**src/rtl/ap_ctrl_pkg.sv**
```systemverilog
// Shared types and default sizing for the ap_ctrl_chain initiator.
package ap_ctrl_pkg;

  localparam int CNT_W_DEF = 32;
  localparam int NUM_W_DEF = 16;
  localparam int DEPTH_DEF = 4;

  typedef enum logic [1:0] {
    IDLE = 2'd0,
    RUN  = 2'd1,
    DONE = 2'd2
  } ap_drv_state_e;

endpackage

```
**src/rtl/ap_ctrl_driver_if.sv**
```systemverilog
// Command, kernel handshake and report signals of the ap_ctrl_chain initiator.
interface ap_ctrl_driver_if
  import ap_ctrl_pkg::*;
#(
  parameter int CNT_W = CNT_W_DEF,
  parameter int NUM_W = NUM_W_DEF
);

  logic             cmd_valid;
  logic             cmd_ready;
  logic [NUM_W-1:0] cmd_count;
  logic             hold_continue;
  logic             ap_start;
  logic             ap_ready;
  logic             ap_done;
  logic             ap_continue;
  logic             lat_valid;
  logic [CNT_W-1:0] lat_cycles;
  logic [NUM_W-1:0] lat_index;
  logic             busy;
  logic             finish;
  logic [CNT_W-1:0] total_cycles;
  logic             err_spurious;

  modport master (
    input  cmd_valid, cmd_count, hold_continue, ap_ready, ap_done,
    output cmd_ready, ap_start, ap_continue, lat_valid, lat_cycles,
           lat_index, busy, finish, total_cycles, err_spurious
  );

  modport slave (
    output cmd_valid, cmd_count, hold_continue, ap_ready, ap_done,
    input  cmd_ready, ap_start, ap_continue, lat_valid, lat_cycles,
           lat_index, busy, finish, total_cycles, err_spurious
  );

endinterface

```
**src/rtl/ap_ts_fifo.sv**
```systemverilog
// Start-timestamp FIFO, first-word fall-through; extra pointer bit tells full from empty.
module ap_ts_fifo
  import ap_ctrl_pkg::*;
#(
  parameter int WIDTH = CNT_W_DEF,
  parameter int DEPTH = DEPTH_DEF
) (
  input  logic             clock,
  input  logic             reset_n,
  input  logic             push,
  input  logic             pop,
  input  logic [WIDTH-1:0] din,
  output logic             full,
  output logic             empty,
  output logic [WIDTH-1:0] dout
);

  localparam int AW = $clog2(DEPTH);

  logic [WIDTH-1:0] r_mem [DEPTH];
  logic [AW:0]      r_wr_ptr;
  logic [AW:0]      r_rd_ptr;

  always_ff @(posedge clock or negedge reset_n) begin
    if (!reset_n) begin
      r_wr_ptr <= '0;
      r_rd_ptr <= '0;
    end else begin
      if (push) r_wr_ptr <= r_wr_ptr + (AW+1)'(1);
      if (pop)  r_rd_ptr <= r_rd_ptr + (AW+1)'(1);
    end
  end

  always_ff @(posedge clock) begin
    if (push) r_mem[r_wr_ptr[AW-1:0]] <= din;
  end

  assign empty = (r_wr_ptr == r_rd_ptr);
  assign full  = (r_wr_ptr[AW] != r_rd_ptr[AW]) &&
                 (r_wr_ptr[AW-1:0] == r_rd_ptr[AW-1:0]);
  assign dout  = r_mem[r_rd_ptr[AW-1:0]];

endmodule

```
**src/rtl/ap_ctrl_driver.sv**
```systemverilog
// ap_ctrl_chain initiator: issues N kernel invocations, up to DEPTH in flight,
// and reports per-invocation start-to-done latency and total run cycles.
//   state | meaning
//   IDLE  | waiting for a command, cmd_ready high
//   RUN   | issuing starts and consuming dones
//   DONE  | one-cycle finish pulse, then back to IDLE
module ap_ctrl_driver
  import ap_ctrl_pkg::*;
#(
  parameter int CNT_W = CNT_W_DEF,
  parameter int NUM_W = NUM_W_DEF,
  parameter int DEPTH = DEPTH_DEF
) (
  input logic              clock,
  input logic              reset_n,
  ap_ctrl_driver_if.master bus
);

  ap_drv_state_e    r_state, w_state_nxt;
  logic [CNT_W-1:0] r_now, r_total, r_lat_cycles;
  logic [NUM_W-1:0] r_cmd_count, r_issue_cnt, r_done_cnt, r_lat_index;
  logic             r_ap_start, r_cmd_ready, r_busy, r_finish, r_lat_valid, r_err;

  logic             w_accept, w_ap_continue, w_push, w_pop, w_done_hs;
  logic             w_fifo_full, w_fifo_empty, w_full_nxt, w_ap_start_nxt;
  logic [CNT_W-1:0] w_fifo_dout;
  logic [NUM_W-1:0] w_count_nxt, w_issue_nxt, w_done_nxt;

  assign w_accept      = bus.cmd_valid && (r_state == IDLE);
  assign w_ap_continue = (r_state == RUN) && !bus.hold_continue;
  assign w_push        = r_ap_start && bus.ap_ready && !w_fifo_full;
  assign w_done_hs     = bus.ap_done && w_ap_continue;
  assign w_pop         = w_done_hs && !w_fifo_empty;

  assign w_count_nxt = w_accept ? bus.cmd_count : r_cmd_count;
  assign w_issue_nxt = w_accept ? '0 : r_issue_cnt + NUM_W'(w_push);
  assign w_done_nxt  = w_accept ? '0 : r_done_cnt + NUM_W'(w_pop);
  // FIFO occupancy always equals issued minus completed invocations
  assign w_full_nxt  = ((w_issue_nxt - w_done_nxt) == NUM_W'(DEPTH));

  ap_ts_fifo #(.WIDTH(CNT_W), .DEPTH(DEPTH)) u_ts_fifo (
    .clock   (clock),
    .reset_n (reset_n),
    .push    (w_push),
    .pop     (w_pop),
    .din     (r_now),
    .full    (w_fifo_full),
    .empty   (w_fifo_empty),
    .dout    (w_fifo_dout)
  );

  always_comb begin
    w_state_nxt = r_state;
    case (r_state)
      IDLE: if (w_accept) w_state_nxt = (bus.cmd_count == '0) ? DONE : RUN;
      RUN:  if (w_pop && (w_done_nxt == r_cmd_count)) w_state_nxt = DONE;
      DONE: w_state_nxt = IDLE;
      default: w_state_nxt = IDLE;
    endcase
    w_ap_start_nxt = (w_state_nxt == RUN) && (w_issue_nxt < w_count_nxt) && !w_full_nxt;
  end

  always_ff @(posedge clock or negedge reset_n) begin
    if (!reset_n) begin
      r_state      <= IDLE;
      r_now        <= '0;
      r_cmd_count  <= '0;
      r_issue_cnt  <= '0;
      r_done_cnt   <= '0;
      r_total      <= '0;
      r_ap_start   <= 1'b0;
      r_cmd_ready  <= 1'b1;
      r_busy       <= 1'b0;
      r_finish     <= 1'b0;
      r_lat_valid  <= 1'b0;
      r_lat_cycles <= '0;
      r_lat_index  <= '0;
      r_err        <= 1'b0;
    end else begin
      r_state     <= w_state_nxt;
      r_now       <= r_now + CNT_W'(1);
      r_cmd_count <= w_count_nxt;
      r_issue_cnt <= w_issue_nxt;
      r_done_cnt  <= w_done_nxt;
      r_ap_start  <= w_ap_start_nxt;
      r_cmd_ready <= (w_state_nxt == IDLE);
      r_busy      <= (w_state_nxt != IDLE);
      r_finish    <= (w_state_nxt == DONE);
      r_lat_valid <= w_pop;
      if (w_pop) begin
        r_lat_cycles <= r_now - w_fifo_dout;
        r_lat_index  <= r_done_cnt;
      end
      if (w_accept)            r_total <= '0;
      else if (r_state == RUN) r_total <= r_total + CNT_W'(1);
      if (w_accept)                      r_err <= 1'b0;
      else if (w_done_hs && w_fifo_empty) r_err <= 1'b1;
    end
  end

  assign bus.cmd_ready    = r_cmd_ready;
  assign bus.ap_start     = r_ap_start;
  assign bus.ap_continue  = w_ap_continue;
  assign bus.lat_valid    = r_lat_valid;
  assign bus.lat_cycles   = r_lat_cycles;
  assign bus.lat_index    = r_lat_index;
  assign bus.busy         = r_busy;
  assign bus.finish       = r_finish;
  assign bus.total_cycles = r_total;
  assign bus.err_spurious = r_err;

endmodule
```
**src/flat_wrapper.sv**
```systemverilog
// flat-port wrapper written by rule: the top's interface ports become plain ports
module ap_ctrl_driver_flat import ap_ctrl_pkg::*;
#(
  parameter int CNT_W = CNT_W_DEF,
  parameter int NUM_W = NUM_W_DEF,
  parameter int DEPTH = DEPTH_DEF
)
  (clock, reset_n, bus_cmd_valid, bus_cmd_count, bus_hold_continue, bus_ap_ready, bus_ap_done, bus_cmd_ready, bus_ap_start, bus_ap_continue, bus_lat_valid, bus_lat_cycles, bus_lat_index, bus_busy, bus_finish, bus_total_cycles, bus_err_spurious);
  ap_ctrl_driver_if #(.CNT_W(CNT_W), .NUM_W(NUM_W)) bus_i ();
  input logic clock;
  input logic reset_n;
  input wire logic [$bits(bus_i.cmd_valid)-1:0] bus_cmd_valid;
  input wire logic [$bits(bus_i.cmd_count)-1:0] bus_cmd_count;
  input wire logic [$bits(bus_i.hold_continue)-1:0] bus_hold_continue;
  input wire logic [$bits(bus_i.ap_ready)-1:0] bus_ap_ready;
  input wire logic [$bits(bus_i.ap_done)-1:0] bus_ap_done;
  output wire logic [$bits(bus_i.cmd_ready)-1:0] bus_cmd_ready;
  output wire logic [$bits(bus_i.ap_start)-1:0] bus_ap_start;
  output wire logic [$bits(bus_i.ap_continue)-1:0] bus_ap_continue;
  output wire logic [$bits(bus_i.lat_valid)-1:0] bus_lat_valid;
  output wire logic [$bits(bus_i.lat_cycles)-1:0] bus_lat_cycles;
  output wire logic [$bits(bus_i.lat_index)-1:0] bus_lat_index;
  output wire logic [$bits(bus_i.busy)-1:0] bus_busy;
  output wire logic [$bits(bus_i.finish)-1:0] bus_finish;
  output wire logic [$bits(bus_i.total_cycles)-1:0] bus_total_cycles;
  output wire logic [$bits(bus_i.err_spurious)-1:0] bus_err_spurious;
  assign bus_i.cmd_valid = bus_cmd_valid;
  assign bus_i.cmd_count = bus_cmd_count;
  assign bus_i.hold_continue = bus_hold_continue;
  assign bus_i.ap_ready = bus_ap_ready;
  assign bus_i.ap_done = bus_ap_done;
  assign bus_cmd_ready = bus_i.cmd_ready;
  assign bus_ap_start = bus_i.ap_start;
  assign bus_ap_continue = bus_i.ap_continue;
  assign bus_lat_valid = bus_i.lat_valid;
  assign bus_lat_cycles = bus_i.lat_cycles;
  assign bus_lat_index = bus_i.lat_index;
  assign bus_busy = bus_i.busy;
  assign bus_finish = bus_i.finish;
  assign bus_total_cycles = bus_i.total_cycles;
  assign bus_err_spurious = bus_i.err_spurious;
  ap_ctrl_driver #(.CNT_W(CNT_W), .NUM_W(NUM_W), .DEPTH(DEPTH)) u_core (.clock(clock), .reset_n(reset_n), .bus(bus_i));
endmodule
```
**config.mk**
```make
export PLATFORM = sky130hd
export DESIGN_NAME = ap_ctrl_driver_flat
export DESIGN_NICKNAME = d
export VERILOG_FILES = /design/src/rtl/ap_ctrl_pkg.sv /design/src/rtl/ap_ctrl_driver_if.sv /design/src/rtl/ap_ts_fifo.sv /design/src/rtl/ap_ctrl_driver.sv /design/src/flat_wrapper.sv
export SDC_FILE = /design/constraint.sdc
export NUM_CORES = 1
export LEC_CHECK = 0
export CORE_MARGIN = 3
export CORE_UTILIZATION = 47
export CTS_BUF_LIST = sky130_fd_sc_hd__clkbuf_4
export DETAILED_ROUTE_END_ITERATION = 10
export PLACE_DENSITY = 0.7
export SETUP_SLACK_MARGIN = 0.15
export SLEW_MARGIN = 15
export SYNTH_ARGS = -nofsm -noshare
export SYNTH_HDL_FRONTEND = slang
export SYNTH_HIERARCHICAL = 1
export SYNTH_SLANG_ARGS = --single-unit
```
**constraint.sdc**
```tcl
create_clock -name clock -period 8.45 [get_ports clock]
set_input_delay 1.69 -clock clock [delete_from_list [all_inputs] [get_ports clock]]
set_output_delay 1.69 -clock clock [all_outputs]
set_load 0.01 [all_outputs]
```
Yosys cells after proc, flatten, opt, wreduce, memory -nomap -nowiden

Memories as Yosys holds them, arrays and structs flattened.
Index checks and enable logic that the tools add are counted.

Equal/unequal tests: 8
Divide/modulo/power cells: 0
$mul: 0
Magnitude comparators: 1
Reductions and logical operators: 21
Shift-type cells: 0
Add/sub/neg operators: 8
Muxes and demuxes: 13
Bitwise logic cells: 0

Operator list:

| operator                                                                | count |
|---|---|
| 32-bit by 1-bit adder with 32-bit output (second input constant)        | 2 |
| 32-bit two-way mux                                                      | 2 |
| 16-bit two-way mux                                                      | 3 |
| 16-bit by 1-bit adder with 16-bit output                                | 2 |
| 32-bit subtractor                                                       | 1 |
| 16-bit equality test                                                    | 1 |
| 16-bit by 3-bit equality test with 1-bit output (second input constant) | 1 |
| 16-bit logical NOT                                                      | 1 |
| 16-bit less-than comparator                                             | 1 |
| 16-bit subtractor                                                       | 1 |
| 1-bit logical AND                                                       | 11 |
| 3-bit by 1-bit adder with 3-bit output (second input constant)          | 2 |
| 2-bit two-way mux                                                       | 3 |
| 2-bit nonzero test                                                      | 3 |
| 2-bit by 1-bit equality test with 1-bit output (second input constant)  | 2 |
| 1-bit logical NOT                                                       | 4 |
| 2-bit logical NOT                                                       | 2 |
| 1-bit two-way mux                                                       | 4 |
| 2-bit case mux with 2 select lines                                      | 1 |
| 3-bit equality test                                                     | 1 |
| 2-bit equality test                                                     | 1 |
| 2-bit equality test (second input constant)                             | 1 |
| 1-bit != test                                                           | 1 |

Memories kept: 1
Bits in writable memories: 128
Latch bits: 0
Memory bits (read-only): 0
Output and inout bits: 87
Logic and storage cells: 68
Bits in registers: 174

Memory list:

| memory                 | words | bits a word | read ports | clocked after Yosys merged registers in | wr ports | RTL line         | source |
|---|---|---|---|---|---|---|---|
| u_core.u_ts_fifo.r_mem | 4     | 32          | 1          | 0                                       | 1        | ap_ts_fifo.sv:20 | `logic [WIDTH-1:0] r_mem [DEPTH];` |

Logic depth before layout (Yosys ltp)

Depth after elaboration: 13
Mapped depth: 23

By module

The synthesis kept the hierarchy.

Modules (own cells, without submodules):

| module         | seq. area each (µm²) | times used | area an instance (µm²) | cells an instance |
|---|---|---|---|---|
| ap_ctrl_driver | 4205.3               | 1          | 10254.8                | 1131 |
| ap_ts_fifo     | 3993.8               | 1          | 5013.6                 | 198 |

Worst setup path after synthesis

No wires, ideal clock.

Kind: input to register
From: input port bus_hold_continue
To: register u_core.r_ap_start (netlist: u_core/bus.ap_start)
Setup slack: 2.583 ns
Required time: 8.316 ns
Arrival time: 5.733 ns
Cell stages on the path: 18
Path through: nor2_1 -> nand3b_1 -> clkinv_1 -> buf_1 -> ha_1 -> nand3_2 -> or2_4 -> xnor2_1 -> or2_2 -> ha_1 -> a21o_1 -> a21o_1 -> a2111oi_0 -> or4b_2 -> o211ai_1 -> mux2i_1 -> a2111oi_2 -> nor4_1

Word-level cells in the longest chain between the ends: 13
Elaborated cells on any way between the ends: 16

RTL lines:

| what                                                                             | RTL line             | source |
|---|---|---|
| start, declared                                                                  | flat_wrapper.sv:14   | `input wire logic [$bits(bus_i.hold_continue)-1:0] bus_hold_continue;` |
| 1-bit logical NOT (*)                                                            | ap_ctrl_driver.sv:30 | `assign w_ap_continue = (r_state == RUN) && !bus.hold_continue;` |
| 1-bit logical AND (*)                                                            | ap_ctrl_driver.sv:30 |  |
| 1-bit logical AND (*)                                                            | ap_ctrl_driver.sv:32 | `assign w_done_hs = bus.ap_done && w_ap_continue;` |
| 1-bit logical AND (*)                                                            | ap_ctrl_driver.sv:33 | `assign w_pop = w_done_hs && !w_fifo_empty;` |
| net u_core.w_pop                                                                 | ap_ctrl_driver.sv:24 | `logic w_accept, w_ap_continue, w_push, w_pop, w_done_hs;` |
| branches (longest 8 deep; another with 16-bit by 1-bit adder with 16-bit output) | --                   |  |
| 1-bit logical AND (*)                                                            | ap_ctrl_driver.sv:60 | `w_ap_start_nxt = (w_state_nxt == RUN) && (w_issue_nxt < w_count_nxt) && !w_full_nxt;` |
| net u_core.w_ap_start_nxt                                                        | ap_ctrl_driver.sv:25 | `logic w_fifo_full, w_fifo_empty, w_full_nxt, w_ap_start_nxt;` |
| end signal, assigned                                                             | ap_ctrl_driver.sv:85 | `r_ap_start <= w_ap_start_nxt;` |
| end, declared                                                                    | ap_ctrl_driver.sv:22 | `logic r_ap_start, r_cmd_ready, r_busy, r_finish, r_lat_valid, r_err;` |

Mark *: on every way through the listed nets, which the timed path passes.
A chain may end at the register's enable or synchronous reset.

Worst setup path after layout

From: input port bus_hold_continue
To: register u_core.r_ap_start (netlist: u_core/bus.ap_start)

Word-level cells in the longest chain between the ends: 13
Elaborated cells on any way between the ends: 16

RTL lines:

| what                                                                             | RTL line |
|---|---|
| 1-bit logical NOT (*)                                                            | ap_ctrl_driver.sv:30 |
| 1-bit logical AND (*)                                                            | ap_ctrl_driver.sv:30 |
| 1-bit logical AND (*)                                                            | ap_ctrl_driver.sv:32 |
| 1-bit logical AND (*)                                                            | ap_ctrl_driver.sv:33 |
| branches (longest 8 deep; another with 16-bit by 1-bit adder with 16-bit output) | -- |
| 1-bit logical AND (*)                                                            | ap_ctrl_driver.sv:60 |
| net u_core.w_ap_start_nxt                                                        | ap_ctrl_driver.sv:25 |

Marks and branches as above.

==> impl_metrics.py <==
metrics = {
    "die": {
        "initial_utilization": 0.480,
        "die_h_um": 186,
        "die_w_um": 186,
        "dieArea_um2": 34700,
        "ios": 109,
        "core_um2": 31800,
        "fp-row-count": 65,
    },
    "clock_network": {
        "root_buffer": "clkbuf_4",
        "clockBufferDepth": 3,
        "holdBufCountCts": 0,
        "cts_tree": "built",
        "clk_pin_slew_ns": 0.06,
        "cts_sinks": 302,
        "cts_resized": 0,
        "cts_buffers": 81,
        "clk_latency_ns": 0.72,
        "post_cts_buffers": 0,
        "h-tree-depth": 3,
    },
    "layout": {
        "regArea_um2": 8200,
        "fillers": 2720,
        "layout_commonest_cell": "dfrtp_1",
        "final_area_um2": 17900,
        "area_growth_pct": 17.2,
        "layout_common_cells": "dfrtp_1 (172), nand2_1 (152), edfxtp_1 (128)",
        "layout-drive-gt1-share": 0.133,
        "multiInputGateArea_um2": 6520,
        "fin_nets": 1594,
    },
    "route": {
        "dr.first_iter.drc_count": 637,
        "drt-total-wl_um": 35300,
        "final_antenna_net_count": 0,
        "wl_per_cell_um": 17.7,
        "vias": 10900,
        "drc_errors": 0,
        "viasPerCell": 5.46,
        "dr.pass1.iters": 5,
    },
    "placed_design": {
        "portBuffers": 108,
        "hpwl_um": 24300,
        "place_area_um2": 16800,
        "gp_congestion": 0.878,
    },
    "yosys": {
        "synth_cell_type_count": 76,
        "synth-main-ff-cell": "dfrtp_1",
        "yosys-top-cells-area": "dfrtp_1 (28%), edfxtp_1 (25%), ha_1 (6.0%), mux4_2 (4.1%), nand2_1 (3.7%)",
        "synthArstFlopShare": 0.576,
        "syn-num-nets": 1425,
        "synthCells": 1329,
        "yosysTopAreaCell": "dfrtp_1",
        "seq_area_frac_synth": 0.537,
        "synth-edff-count": 128,
        "ys_warn_count": 6,
        "synth_area_um2": 15300,
        "ys_ff_latch": 302,
        "netlist.area_leader.share": 0.284,
        "synth_area_per_cell_um2": 11.5,
    },
    "sta": {
        "hold_viol": 0,
        "drv_slew": 0,
        "rsz0062_at_grt": "no",
        "fin_skew_ns": 0.0850,
        "max_slew_margin": 0.426,
        "fmax_mhz": 172,
        "worst_pin_slew_ns": 0.861,
        "finalSetupTns_ns": 0,
        "min_period_ns": 5.83,
        "post-route-period-util": 0.690,
        "setup_viol": 0,
    },
    "setup_path": {
        "crit_start": "bus_hold_continue",
        "cp-end-kind": "flop",
        "crit_arrival_ns": 6.39,
        "cp_max_fo": 16,
        "crit_path_start_kind": "primary input",
        "crit_type": "in2reg",
        "r2r_start": "u_core/r_state[1]",
        "required_ns": 9.01,
    },
    "power": {
        "leakage_uw": 0.00774,
        "ir_drop_mv": 0.154,
        "power_density_nw_per_um2": 325,
    },
    "grt": {
        "grt_pass1_wl_um": 58100,
        "grt_util_all_layers": 0.210,
        "antenna_found_initial": 2,
        "grt_overflow": 0,
        "grt_pass1_vias": 11200,
        "grt_max_degree": 82,
    },
    "status": {
        "outcome": "finished, final reports clean",
    },
    "min_path": {
        "hold_path_class": "reg2reg",
        "min-delay-start": "u_core/bus.lat_cycles[1]",
    },
    "flow_run": {
        "cap_violations": 0,
    },
}
==> through the flow <==
| stage | std cells | hold slack, ns | total power, uW | worst slack [ns] | util |
|---|---|---|---|---|---|
| finish | 1998 | 0.476 | 5810 | 2.62 | 0.563 |
| global route | 1998 | 0.503 | 6280 | 2.27 | 0.563 |
| CTS | 1997 | 0.479 | 5890 | 2.68 | 0.563 |
| detailed placement | 1850 | 0.465 | 4510 | 1.90 | 0.529 |
| global placement | 1850 | 0.462 | 4460 | 2.02 | 0.529 |
| floorplan | 1329 | 0.462 | 3670 | 2.58 | - |
==> final cells by class <==
cell class                 instances  share of cell area
timing repair buffer             122              0.0665
sequential                       302               0.458
tap                              435              0.0304
clock buffer                     120              0.0503
inverter                          95              0.0199
multi-input combinational        896               0.364
clock inverter                    27              0.0101
antenna                            1            0.000140
==> layer usage <==
| metal | track usage | vias up | part of all wire |
|---|---|---|---|
| li1 | - | 5251 | - |
| met5 | 0 | - | 0.00037 |
| met2 | 0.345 | 272 | 0.48 |
| met4 | 0.0646 | 2 | 0.022 |
| met3 | 0.0420 | 61 | 0.049 |
| met1 | 0.284 | 5324 | 0.45 |
==> critical path, cell delays in order <==
cell and delay (ns):
clkdlybuf4s50_1 0.42, nor2_1 0.26, nand3b_1 0.12, buf_4 0.21, clkinv_1 0.25, ha_1 0.23, nand3_2 0.17, or2_4 0.33
xnor2_1 0.14, or2_2 0.31, ha_1 0.41, a21o_1 0.19, a21o_1 0.15, a2111oi_0 0.09, or4b_2 0.69, o211ai_1 0.14
nand4_1 0.15, a2111oi_2 0.34, nor4_1 0.08
==> registers in the layout (all words and copies together), names as in the netlist, 3 cells and up <==
register,flops
u_core/r_issue_cnt,16
u_core/u_ts_fifo/r_wr_ptr,3
u_core/r_now,32
u_core/u_ts_fifo/r_mem,128
u_core/bus.lat_cycles,32
u_core/u_ts_fifo/r_rd_ptr,3
u_core/r_done_cnt,16
u_core/r_cmd_count,16
u_core/bus.lat_index,16
u_core/bus.total_cycles,32
==> cell usage after synthesis, types with 11 or more instances <==
library cell,count
dfrtp_1,173
nand2_1,152
edfxtp_1,128
inv_1,93
o21ai_0,75
ha_1,73
nor2_1,64
xnor2_1,59
nand3_1,46
xor2_1,34
a21oi_1,33
mux2i_1,31
mux4_2,28
nand4_1,26
and3_1,23
nor3_1,22
o31ai_1,20
clkbuf_1,19
a21o_1,17
o211ai_1,15
and2_1,14
and4_1,14
or2_2,13
o21a_1,12
or3_1,11
==> report_power, final <==
group | leakage, uW | total [uW] | switching, uW | internal (uW)
logic | 0.00367 | 2310 | 1250 | 1070
clock network | 0.000643 | 1330 | 615 | 719
registers | 0.00343 | 2170 | 279 | 1890
==> cell families after synthesis <==
kind of cell / Yosys count / synth area share
AO/OA/AOI/OAI: 237 / 0.102
buffers and inverters: 131 / 0.0365
adder cells (fa/ha/maj): 74 / 0.0611
AND/OR/NAND/NOR: 427 / 0.140
flip-flops: 302 / 0.537
multiplexers: 65 / 0.0700
XOR/XNOR: 93 / 0.0533
==> worst paths after layout <==
check / slack [ns] / end / cells past startpoint
hold reg to reg: 0.48 / u_core/bus.lat_cycles[1] / 2
max in group asynchronous: 6.18 / u_core/bus.total_cycles[2] / 2
hold / removal: 0.48 / u_core/bus.lat_cycles[1] / 2
setup reg to reg: 3.25 / u_core/bus.ap_start / 19
setup / recovery: 2.62 / u_core/bus.ap_start / 19
min in group asynchronous: 1.04 / u_core/r_now[8] / 1
Note: power is estimated with default switching activity, not from simulation.
